**config.mk**
```make
export PLATFORM = sky130hd
export DESIGN_NAME = uart_rx
export DESIGN_NICKNAME = d
export VERILOG_FILES = /design/src/rtl/uart_pkg.sv /design/src/rtl/uart_baud_tick.sv /design/src/rtl/uart_rx.sv
export SDC_FILE = /design/constraint.sdc
export NUM_CORES = 1
export LEC_CHECK = 0
export BUFFER_PORTS_ARGS = -buffer_cell sky130_fd_sc_hd__buf_2
export CAP_MARGIN = 20
export CORE_UTILIZATION = 56
export DETAILED_ROUTE_END_ITERATION = 8
export HOLD_SLACK_MARGIN = 0.05
export PLACE_DENSITY = 0.86
export REMOVE_ABC_BUFFERS = 1
export SLEW_MARGIN = 10
export SYNTH_ARGS = -nofsm -noshare
export SYNTH_HDL_FRONTEND = slang
export SYNTH_SLANG_ARGS = --single-unit
```
**constraint.sdc**
```tcl
create_clock -name ckht -period 5.9 [get_ports ckht]
set_input_delay 1.18 -clock ckht [delete_from_list [all_inputs] [get_ports ckht]]
set_output_delay 1.18 -clock ckht [all_outputs]
set_load 0.02 [all_outputs]
```
**src/rtl/uart_pkg.sv**
```systemverilog
// Shared UART definitions: receiver state encoding and oversampling constants.
// Also intended for the transmitter side.
package uart_pkg;

  typedef enum logic [1:0] {IDLE, START, DATA, STOP} rx_state_t;

  localparam int OVERSAMPLE = 16;
  localparam int MID_SAMPLE = 7;

endpackage

```
**src/rtl/uart_baud_tick.sv**
```systemverilog
// Oversample tick divider: one-cycle tick every DVSR clocks, with a synchronous
// restart so the receiver can phase-align ticks to a start edge.
module uart_baud_tick #(
  parameter int DVSR = 326
) (
  input  logic ckht,
  input  logic rst,
  input  logic restart,
  output logic tick
);

  localparam int CW = (DVSR > 2) ? $clog2(DVSR) : 1;
  localparam logic [CW-1:0] LAST = CW'(DVSR - 1);

  logic [CW-1:0] cnt;

  always_ff @(posedge ckht or posedge rst) begin
    if (rst) begin
      cnt <= '0;
    end else if (restart || cnt == LAST) begin
      cnt <= '0;
    end else begin
      cnt <= cnt + 1'b1;
    end
  end

  assign tick = (cnt == LAST);

endmodule

```
**src/rtl/uart_rx.sv**
```systemverilog
// 8N1-style UART receiver, 16x oversampled, LSB first. Emits a one-cycle write
// strobe with the byte, plus framing and overrun error pulses.
module uart_rx
  import uart_pkg::*;
#(
  parameter int DATA_BITS = 8,
  parameter int SB_TICK   = 16,
  parameter int DVSR      = 326
) (
  input  logic                 ckht,
  input  logic                 rst,
  input  logic                 rx,
  input  logic                 fifo_full,
  output logic                 rx_done_tick,
  output logic [DATA_BITS-1:0] rx_data,
  output logic                 frame_err,
  output logic                 overrun_err
);

  localparam int NW = (DATA_BITS > 1) ? $clog2(DATA_BITS) : 1;
  localparam logic [NW-1:0] N_LAST    = NW'(DATA_BITS - 1);
  localparam logic [3:0]    S_MID     = 4'(MID_SAMPLE);
  localparam logic [3:0]    S_BIT_END = 4'(OVERSAMPLE - 1);
  localparam logic [3:0]    S_STOP    = 4'(SB_TICK - 1);

  logic rx_meta, rx_s, rx_prev, rx_fall;
  logic tick, restart;

  rx_state_t            state_q, state_d;
  logic [3:0]           s_cnt_q, s_cnt_d;
  logic [NW-1:0]        n_q, n_d;
  logic [DATA_BITS-1:0] shift_q, shift_d, data_d;
  logic                 done_d, ferr_d, ovr_d;

  // Line idles high, so the synchroniser resets to 1 to avoid a false start edge.
  always_ff @(posedge ckht or posedge rst) begin
    if (rst) begin
      rx_meta <= 1'b1;
      rx_s    <= 1'b1;
      rx_prev <= 1'b1;
    end else begin
      rx_meta <= rx;
      rx_s    <= rx_meta;
      rx_prev <= rx_s;
    end
  end

  assign rx_fall = rx_prev & ~rx_s;

  uart_baud_tick #(.DVSR(DVSR)) u_baud (
    .ckht    (ckht),
    .rst     (rst),
    .restart (restart),
    .tick    (tick)
  );

  always_ff @(posedge ckht or posedge rst) begin
    if (rst) begin
      state_q      <= IDLE;
      s_cnt_q      <= '0;
      n_q          <= '0;
      shift_q      <= '0;
      rx_data      <= '0;
      rx_done_tick <= 1'b0;
      frame_err    <= 1'b0;
      overrun_err  <= 1'b0;
    end else begin
      state_q      <= state_d;
      s_cnt_q      <= s_cnt_d;
      n_q          <= n_d;
      shift_q      <= shift_d;
      rx_data      <= data_d;
      rx_done_tick <= done_d;
      frame_err    <= ferr_d;
      overrun_err  <= ovr_d;
    end
  end

  always_comb begin
    state_d = state_q;
    s_cnt_d = s_cnt_q;
    n_d     = n_q;
    shift_d = shift_q;
    data_d  = rx_data;
    done_d  = 1'b0;
    ferr_d  = 1'b0;
    ovr_d   = 1'b0;
    restart = 1'b0;
    case (state_q)
      IDLE: begin
        if (rx_fall) begin
          state_d = START;
          s_cnt_d = '0;
          restart = 1'b1;
        end
      end
      START: begin
        if (tick) begin
          if (s_cnt_q == S_MID) begin
            if (!rx_s) begin
              state_d = DATA;
              s_cnt_d = '0;
              n_d     = '0;
            end else begin
              state_d = IDLE;
            end
          end else begin
            s_cnt_d = s_cnt_q + 1'b1;
          end
        end
      end
      DATA: begin
        if (tick) begin
          if (s_cnt_q == S_BIT_END) begin
            shift_d = {rx_s, shift_q[DATA_BITS-1:1]};
            s_cnt_d = '0;
            if (n_q == N_LAST) begin
              state_d = STOP;
            end else begin
              n_d = n_q + 1'b1;
            end
          end else begin
            s_cnt_d = s_cnt_q + 1'b1;
          end
        end
      end
      STOP: begin
        if (tick) begin
          if (s_cnt_q == S_STOP) begin
            // Leave at mid stop bit so a back-to-back start edge is still seen.
            state_d = IDLE;
            if (rx_s) begin
              data_d = shift_q;
              done_d = 1'b1;
              ovr_d  = fifo_full;
            end else begin
              ferr_d = 1'b1;
            end
          end else begin
            s_cnt_d = s_cnt_q + 1'b1;
          end
        end
      end
      default: state_d = IDLE;
    endcase
  end

endmodule

```
# Yosys cells after proc, flatten, opt, wreduce, memory -nomap -nowiden

Index checks and enable logic that the tools add are counted.

Input port bits: 4
Register bits: 40

Reductions and logical operators: 8
$add $sub $neg: 3
Multiplexer cells: 41
Bitwise logic cells: 2
Eq/ne operators: 19

Operators by type and width:

| cell                  | number |
|---|---|
| $mux W4               | 8 |
| $ne A2 B2 Y1 const B  | 11 |
| $mux W2               | 9 |
| $mux W3               | 6 |
| $pmux W4 S4           | 1 |
| $mux W1               | 14 |
| $add A9 B1 Y9 const B | 1 |
| $eq A9 B9 Y1 const B  | 1 |
| $mux W9               | 1 |
| $pmux W2 S4           | 1 |
| $reduce_and A8 Y1     | 1 |
| $reduce_and A7 Y1     | 1 |
| $pmux W3 S2           | 1 |
| $reduce_and A6 Y1     | 1 |
| $add A4 B1 Y4 const B | 1 |
| $eq A2 B2 Y1 const B  | 2 |
| $eq A4 B3 Y1 const B  | 1 |
| $eq A4 B4 Y1 const B  | 1 |
| $reduce_and A4 Y1     | 1 |
| $add A3 B1 Y3 const B | 1 |
| $eq A3 B3 Y1 const B  | 1 |
| $ne A3 B3 Y1 const B  | 1 |
| $reduce_and A3 Y1     | 1 |
| $eq A2 B1 Y1 const B  | 1 |
| other kinds (5)       | 5 |

# Longest topological paths before layout

Gate-level depths: netlist (run 1).

Depth after elaboration: 6
Gate-level depth with buffers: 7
Depth with buffers taken out: 6

# Hierarchy

Synthesis (run 1) repeated with hierarchy kept, for this count alone.

Cells, all modules: 155
Area, all modules: 1913.1 um2

Modules (own cells, without submodules):

| module         | instances | cells each | sequential area each (um2) | area each (um2) |
|---|---|---|---|---|
| uart_rx        | 1         | 109        | 779.5                      | 1443.9 |
| uart_baud_tick | 1         | 46         | 225.2                      | 469.2 |

# Worst setup path before layout (run 1)

Ideal clock, no wire load.

Path kind: register -> register
From: register u_baud.cnt[3]
To: register shift_q[0]
Data arrival time: 2126 ps
Cell stages (with the launch flop): 6
Buffers on the path: 1
Path slack: 3649 ps
Cell sequence: dfrtp_1 > or4b_4 > or2_1 > buf_2 > nor4_4 > mux2_2

Longest elaborated chain between the ends: 2

Ends and longest elaborated chain:

| item                               | RTL line             | text |
|---|---|---|
| from (decl)                        | uart_baud_tick.sv:15 | `logic [CW-1:0] cnt;` |
| from (signal assigned)             | uart_baud_tick.sv:23 | `cnt <= cnt + 1'b1;` |
| $eq A9 B9 Y1                       | uart_baud_tick.sv:27 | `assign tick = (cnt == LAST);` |
| $reduce_and A3 Y1 (no source line) | --                   |  |
| to (signal assigned)               | uart_rx.sv:71        | `shift_q <= shift_d;` |
| to (decl)                          | uart_rx.sv:32        | `logic [DATA_BITS-1:0] shift_q, shift_d, data_d;` |

No other way between the ends.
A chain may end at the register's enable or synchronous reset.

# Worst setup path after layout (run 1)

From: register u_baud.cnt[3]
To: register s_cnt_q[3]

Longest elaborated chain between the ends: 3
Elaborated cells on any way between the ends: 5
Those cells by class: eq/ne: 4; reduce/logical: 1

Ends and longest elaborated chain:

| item                                   | RTL line             | text |
|---|---|---|
| $eq A9 B9 Y1 (*)                       | uart_baud_tick.sv:27 |  |
| $ne A2 B2 Y1 (no source line)          | --                   |  |
| $reduce_and A6 Y1 (no source line) (*) | --                   |  |
| to (signal assigned)                   | uart_rx.sv:69        | `s_cnt_q <= s_cnt_d;` |
| to (decl)                              | uart_rx.sv:30        | `logic [3:0] s_cnt_q, s_cnt_d;` |

Mark *: on every way between the ends. The rest lies on a longest branch, timed or not.

==> results.md, run 1 <==
- Post-synth top area cell: dfrtp_1
- Longest Clk Path Bufs: 2
- Post-DP HPWL: between 2000 and 2500 um
- Clk_lat worst skew: roughly 0.35 ns
- Fill count: around 230
- Lkg Pwr: approximately 1 nW
- Min cycle time layout: 2.498 ns
- Die W: around 60 um
- Effective utilization at floorplan: 0.5914
- H-tree Lvls: 2
- Seq/Total Area, Yosys: 0.5565
- Grt ovf: 0
- Crit Path Category: register to register
- Top-area cell type share of the netlist area: 0.5128
- Worst hold slack: about 0.37 ns
- Ys flop type: dfrtp_1
- Routed Wire Length: between 3000 and 4000 um
- Die Y: between 50 and 60 um
- Initial antenna violation count: 0
- CP top delay family: simple AND/OR/NAND/NOR gates
- Worst Skew: 0.008634 ns
- Final Hold Vio Count: 0
- CTS Buf Count: 5
- Wire per inst: 15.44 um
- Antenna viol nets, final: 0
- Post-Layout Cell Count: 214
- IO Pins: 15
- Clk pin slew, worst setup/hold paths: between 0.1 and 0.15 ns
- Max-slew violations: 0
- DRC viols: 0
- Sum Neg Setup Slack: 0 ns
- Status: complete, no violations
- Post-CTS Setup Bufs: 0
- Dpl cells: 206
- Max-cap violations: 0
- GRT Total Usage: 0.2242
- Largest net degree at the start of global routing: 41
- Vias/cell: 5.640
- IO buf count: 14
- RSZ-0062 raised after global routing: no
- Vias: 1207
- Core Rows: 20
- Post-synthesis instance total: 152
- Critical path's largest stage delay: slightly below 0.7 ns
- CTS sink count: 40
- Clk root buf: clkbuf_4
- Cell variety after synth: 40
- Flops & latches, synth: 40
- Worst Hold Class: register to register
- # nets final: between 150 and 200
- Core outline area: 0.003053 mm^2
- Final period utilization: 0.4235
- Worst Path Buf+Inv: 0
- Pwr/cell area: approximately 300 mW/mm^2
- Vias in the first global route: ~1200
- Layout cells sized above 1: 0.2824
- CP arrival: about 2.8 ns
- CP Cell Sequence: or4b_4, o21bai_1, or4b_2, o21ai_0
- Max IR drop VDD: 286.8 uV
- Worst slew margin: 0.4280
- Required time worst endpoint: a little over 6 ns
- Synth top area cells: dfrtp_1 (51%), mux2_2 (11%), dfstp_2 (4.4%), ha_1 (3.5%), nor2_1 (2.9%)
- Power Total: 0.6005 mW
- RePlAce Congestion: between 0.9 and 1
- CP Max Fanout: 12
- YS warnings: 0
- Post-CTS Hold Buffers: 0
- Die area: around 0.0035 mm^2
- Mapped Area: 0.001805 mm^2
- First-pass GRT wire length: 5582 um
- Final setup violation count: 0
- Starting DRT DRC Count: 55
- EDFF count, synth: 0
- Crit path max-delay cell type: o21bai_1
- Setup crit end kind: register
- FFs w/ async S/R, synth: 1.000
- Drt pass-1 iters: 4
- CTS tree: done
- Post-CTS Resized: 0
- CP Launch Type: register
- P&R area growth vs syn: 11.23%
- Syn Area/Cell: ~12 um^2
- Max Clk Rate: ~400 MHz
- Measured slew at the worst slew-check pin: 0.8562 ns
- N_diodes: 0
- Worst R2R Setup Slack: 3.40 ns
==> synth_stat cells, types with 2 or more instances <==
| master | instances |
|---|---|
| nand4_1 | 2 |
| nand3_1 | 5 |
| nor4_1 | 3 |
| dfstp_2 | 3 |
| dfrtp_1 | 37 |
| mux2i_1 | 2 |
| xor2_1 | 6 |
| clkbuf_1 | 4 |
| nor2_1 | 14 |
| a21oi_1 | 3 |
| nor3_1 | 5 |
| mux2_2 | 18 |
| inv_1 | 9 |
| nand2_1 | 7 |
| nor2b_1 | 2 |
| and3_1 | 3 |
| ha_1 | 5 |
| a211o_1 | 2 |
==> where the power goes <==
part | internal, mW | switching, mW | total, mW
Sequential | 0.299 | 0.0347 | 0.334
Combinational | 0.0346 | 0.0396 | 0.0741
Clock | 0.101 | 0.0907 | 0.192
Total | 0.436 | 0.165 | 0.600
==> layout make-up <==
class / count / area [um^2] / share of cell area
Sequential cell: 40 / 1005 / 0.5003
Multi-Input combinational cell: 98 / 747.0 / 0.3720
Timing Repair Buffer: 15 / 77.57 / 0.03863
Tap cell: 44 / 55.05 / 0.02741
Clock buffer: 6 / 51.30 / 0.02555
Clock inverter: 2 / 38.79 / 0.01931
Inverter: 9 / 33.78 / 0.01682
==> through the flow <==
step,util,setup WS [ns],instance area [um^2]
2_1_floorplan,-,3.689,1785
4_1_cts,0.6578,3.407,2008
5_1_grt,0.6578,3.288,2008
3_3_place_gp,0.6283,3.531,1918
6_report,0.6578,3.402,2008
3_5_place_dp,0.6283,3.425,1918
==> worst paths after layout <==
path,cells after the start,start,end
max in group asynchronous,3,rst,rx_prev$_DFF_PP1_
hold reg to reg,0,rx_meta$_DFF_PP1_,rx_s$_DFF_PP1_
hold / removal,0,rx_meta$_DFF_PP1_,rx_s$_DFF_PP1_
setup reg to reg,4,u_baud.cnt[3]$_DFF_PP0_,s_cnt_q[3]$_DFFE_PP0P_
min in group asynchronous,3,rst,shift_q[5]$_DFFE_PP0P_
setup / recovery,4,u_baud.cnt[3]$_DFF_PP0_,s_cnt_q[3]$_DFFE_PP0P_
==> kinds of logic after synthesis <==
kind of cell               share of synthesized area
muxes                                         0.1234
and+or+nand+nor                               0.1559
xor gates and xnor gates                     0.03396
adders and majority gates                    0.03465
AOI/OAI and AO/OA                            0.06584
buffers and inverters                        0.02979
DFF                                           0.5565
==> layer usage <==
layer	wire length, um	global-route usage	up-vias
li1	-	-	576
met1	1439	0.2801	578
met2	1640	0.3474	42
met3	156	0.07473	11
met4	68	0.1156	0
met5	0	0	-
==> flip-flops by register name (all words and copies together) (netlist names), named ones only <==
signal / cells
u_baud.cnt: 9
rx_data: 8
shift_q: 8
s_cnt_q: 4
n_q: 3
frame_err: 1
overrun_err: 1
rx_done_tick: 1
rx_meta: 1
rx_prev: 1
rx_s: 1
state_q: 1
==> placed cells by master (no fill, tap or decap), types with 2 or more instances in the layout <==
| master | instances |
|---|---|
| a211o_1 | 2 |
| a21oi_1 | 3 |
| and3_1 | 3 |
| buf_2 | 14 |
| clkbuf_4 | 5 |
| dfrtp_1 | 37 |
| dfstp_2 | 3 |
| ha_1 | 5 |
| inv_1 | 9 |
| mux2_2 | 18 |
| mux2i_1 | 2 |
| nand2_1 | 7 |
| nand3_1 | 5 |
| nand4_1 | 2 |
| nor2_1 | 14 |
| nor2b_1 | 2 |
| nor3_1 | 5 |
| nor4_1 | 3 |
| xor2_1 | 6 |
Power figures use the tool's default switching activity.
==> run 2: changes to the inputs <==
--- a/config.mk
+++ b/config.mk
@@ -5,9 +5,10 @@
 export SDC_FILE = /design/constraint.sdc
 export NUM_CORES = 1
 export LEC_CHECK = 0
+export ABC_AREA = 1
 export BUFFER_PORTS_ARGS = -buffer_cell sky130_fd_sc_hd__buf_2
 export CAP_MARGIN = 20
-export CORE_UTILIZATION = 56
+export CORE_UTILIZATION = 53
 export DETAILED_ROUTE_END_ITERATION = 8
 export HOLD_SLACK_MARGIN = 0.05
 export PLACE_DENSITY = 0.86
==> constraint.sdc (replaced) <==
create_clock -name ckht -period 2.2 [get_ports ckht]
set_input_delay 0.44 -clock ckht [delete_from_list [all_inputs] [get_ports ckht]]
set_output_delay 0.44 -clock ckht [all_outputs]
set_load 0.02 [all_outputs]
==> results.md, run 2 <==
- Status: complete, no violations
- Place WS: 0.5515 ns (-2.873 ns)
- CTS sink count: 40 (unchanged)
- # nets final: 239 (+34%)
- Post-CTS Setup Bufs: 0 (unchanged)
- RePlAce Congestion: 0.8362 (-11%)
- CTS Buf Count: 5 (unchanged)
- Reg power frac: 0.525 (-0.032)
- Final Util: 0.6179 (-0.03985)
- Cell variety after synth: 27 (-33%)
- CP Launch Type: register
- Lkg Pwr: 1.126 nW (+11%)
- Routed Wire Length: 3232 um (-2.2%)
- Post-synthesis instance total: 211 (+39%)
- Worst Skew: 0.005269 ns (-0.003365 ns)
- Pwr/cell area: 857.6 mW/mm^2 (+190%)
- N_diodes: 0 (unchanged)
- Most frequent cells after synthesis: nand2_1 (47), dfrtp_1 (37), inv_1 (29)
- Final Hold Vio Count: 0 (unchanged)
- YS warnings: 0 (unchanged)
- Post-Layout Cell Count: 277 (+29%)
- Area after DPL: 0.002036 mm^2 (+6.1%)
- Critical path's largest stage delay: 0.40 ns (-0.29 ns)
- Max IR drop VDD: 469.6 uV (+64%)
- Largest net degree at the start of global routing: 26 (-37%)
- Top-area cell type share of the netlist area: 0.4827 (-0.03011)
- Core outline area: 0.003390 mm^2 (+11%)
- H-tree Lvls: 2 (unchanged)
- Syn Area/Cell: 9.090 um^2 (-23%)
- Flops & latches, synth: 40 (unchanged)
- CP Max Fanout: 16 (+4)
- CP Cell Sequence: ha_1, nand3_4, nor2_1, nand3_2, nand2_1, o21ai_2
- Worst Hold Class: primary input to asynchronous set/reset pin
- Post-synth top area cell: dfrtp_1
- EDFF count, synth: 0 (unchanged)
- FFs w/ async S/R, synth: 1.000 (unchanged)
- IO Pins: 15 (unchanged)
- Pint: 1.159 mW (+170%)
- Max-cap violations: 0 (unchanged)
- Grt ovf: 0 (unchanged)
- Logic pwr share: 0.264 (+0.141)
- Clk root buf: clkbuf_4
- First-pass GRT wire length: 5899 um (+5.7%)
- Clk network pwr share: 0.211 (-0.109)
- Final setup violation count: 0 (unchanged)
- Sum Neg Setup Slack: 0 ns (unchanged)
- Power Total: 1.796 mW (+200%)
- Max-slew violations: 0 (unchanged)
- Required time worst endpoint: 2.43 ns (-3.76 ns)
- Post-CTS Resized: 0 (unchanged)
- Largest register FFs: 9 (unchanged)
- Biggest regs: u_baud.cnt x9, rx_data x8, shift_q x8
- Count leader, synth: nand2_1
- Die Y: 62.16 um (+5.8%)
- Core Rows: 21 (+5.0%)
- Worst hold slack: 0.1689 ns (-0.1974 ns)
- Design area: 0.002095 mm^2 (+4.3%)
- Effective utilization at floorplan: 0.5659 (-0.02550)
- Vias: 1390 (+15%)
- Post-DP HPWL: 2381 um (-0.23%)
- Clk pin slew, worst setup/hold paths: 0.11 ns (about the same)
- Crit path max-delay cell type: dfrtp_1
- Post-CTS Hold Buffers: 0 (unchanged)
- Final WS setup: 0.5495 ns (-2.852 ns)
- Ys flop type: dfrtp_1
- Commonest non-fill, non-tap cell in the layout: nand2_1
- Min cycle time layout: 1.650 ns (-0.8480 ns)
- CP arrival: 1.88 ns (-0.90 ns)
- Clk_lat worst skew: 0.34 ns (about the same)
- Worst slew margin: 0.5671 (+0.1391)
- Antenna viol nets, final: 0 (unchanged)
- Wire per inst: 11.67 um (-24%)
- RSZ-0062 raised after global routing: no
- CTS tree: done
- Crit Path Category: register to register
- Setup crit end kind: register
- Layout cells sized above 1: 0.2338 (-0.04859)
- Drt pass-1 iters: 4 (unchanged)
- IO buf count: 14 (unchanged)
- Die area: 0.003864 mm^2 (+12%)
- GRT Total Usage: 0.1961 (-0.02807)
- Longest Clk Path Bufs: 2 (unchanged)
- Mapped Area: 0.001918 mm^2 (+6.2%)
- Max Clk Rate: 605.9 MHz (+51%)
- P&R area growth vs syn: 9.198%
- Seq/Total Area, Yosys: 0.5238 (-0.03267)
- Starting DRT DRC Count: 55 (unchanged)
- Die W: 62.16 um (+5.8%)
- Initial antenna violation count: 0 (unchanged)
- Sequential Area: 0.001005 mm^2 (unchanged)
- Largest Register: u_baud.cnt
- Measured slew at the worst slew-check pin: 0.6486 ns (-0.2076 ns)
- Dpl cells: 269 (+31%)
- Multi-input gate area: 763.2 um^2 (+2.2%)
- Synth top area cells: dfrtp_1 (48%), nand2_1 (9.2%), o21ai_2 (6.8%), inv_1 (5.7%), dfstp_2 (4.1%)
- P_sw: 0.6374 mW (+290%)
- Most frequent cells in the layout: nand2_1 (47), dfrtp_1 (37), inv_1 (29)
- CP top delay family: simple AND/OR/NAND/NOR gates
- Fill count: 296 (+26%)
- Final period utilization: 0.7502 (+0.3267)
- Vias/cell: 5.018 (-11%)
- Vias in the first global route: 1397 (+16%)
- Worst Path Buf+Inv: 0 (unchanged)
- Sw frac: 0.3549 (+0.08017)
- DRC viols: 0 (unchanged)
-- run 2: changes by cell type in the layout (fill, tap and decap cells not counted), moves of 4 or more --
cell	change
nand2_1	+40
inv_1	+20
mux2_2	-18
o21ai_2	+15
o21ai_0	+6
nand3_1	+5
o21ai_1	+5
nor2_1	+4
nor2_2	+4
nor3_1	-4
nor3b_1	+4
xor2_1	-4
-- run 2: final cells by class --
cell class	instances	share of cell area
Multi-Input combinational cell	136	0.3644
Inverter	32	0.05735
Timing Repair Buffer	15	0.04301
Clock buffer	8	0.02808
Sequential cell	40	0.4797
Tap cell	46	0.02748
-- run 2: logic make-up (layout without fill, tap and decap cells) --
group / after synthesis / count (layout) / share of synthesized area
fa+ha+maj: 5 / 5 / 0.03262
xor+xnor: 3 / 3 / 0.01370
buf+inv: 35 / 55 / 0.07828
flops: 40 / 40 / 0.5238
compound gates: 31 / 31 / 0.1102
simple gates: 97 / 97 / 0.2414
-- run 2: routing by layer --
layer  GRT usage  wire [um]  vias up
met5           0          0        -
met4     0.07267         57        0
met3     0.04963        122        5
met2      0.3448       1587       24
met1      0.2300       1464      659
li1            -          -      702
-- run 2: path summary, 6_finish.rpt --
check,startpoint,endpoint,slack (ns),depth (start not counted)
min,rst,u_baud.cnt[8]$_DFF_PP0_,0.17,2
max in group asynchronous,rst,rx_meta$_DFF_PP1_,1.39,3
min reg2reg,rx_meta$_DFF_PP1_,rx_s$_DFF_PP1_,0.36,0
max reg2reg,s_cnt_q[0]$_DFFE_PP0P_,rx_data[1]$_DFFE_PP0P_,0.55,6
max,s_cnt_q[0]$_DFFE_PP0P_,rx_data[1]$_DFFE_PP0P_,0.55,6
min in group ckht,rx,rx_meta$_DFF_PP1_,0.19,1
-- run 2: power by group through the flow --
stage	combinational [mW]	sequential, mW	clock [mW]
2_1_floorplan	0.385	0.930	0
3_3_place_gp	0.453	0.949	0
3_5_place_dp	0.478	0.956	0
4_1_cts	0.480	0.941	0.390
5_1_grt	0.550	0.962	0.412
6_report	0.474	0.944	0.378
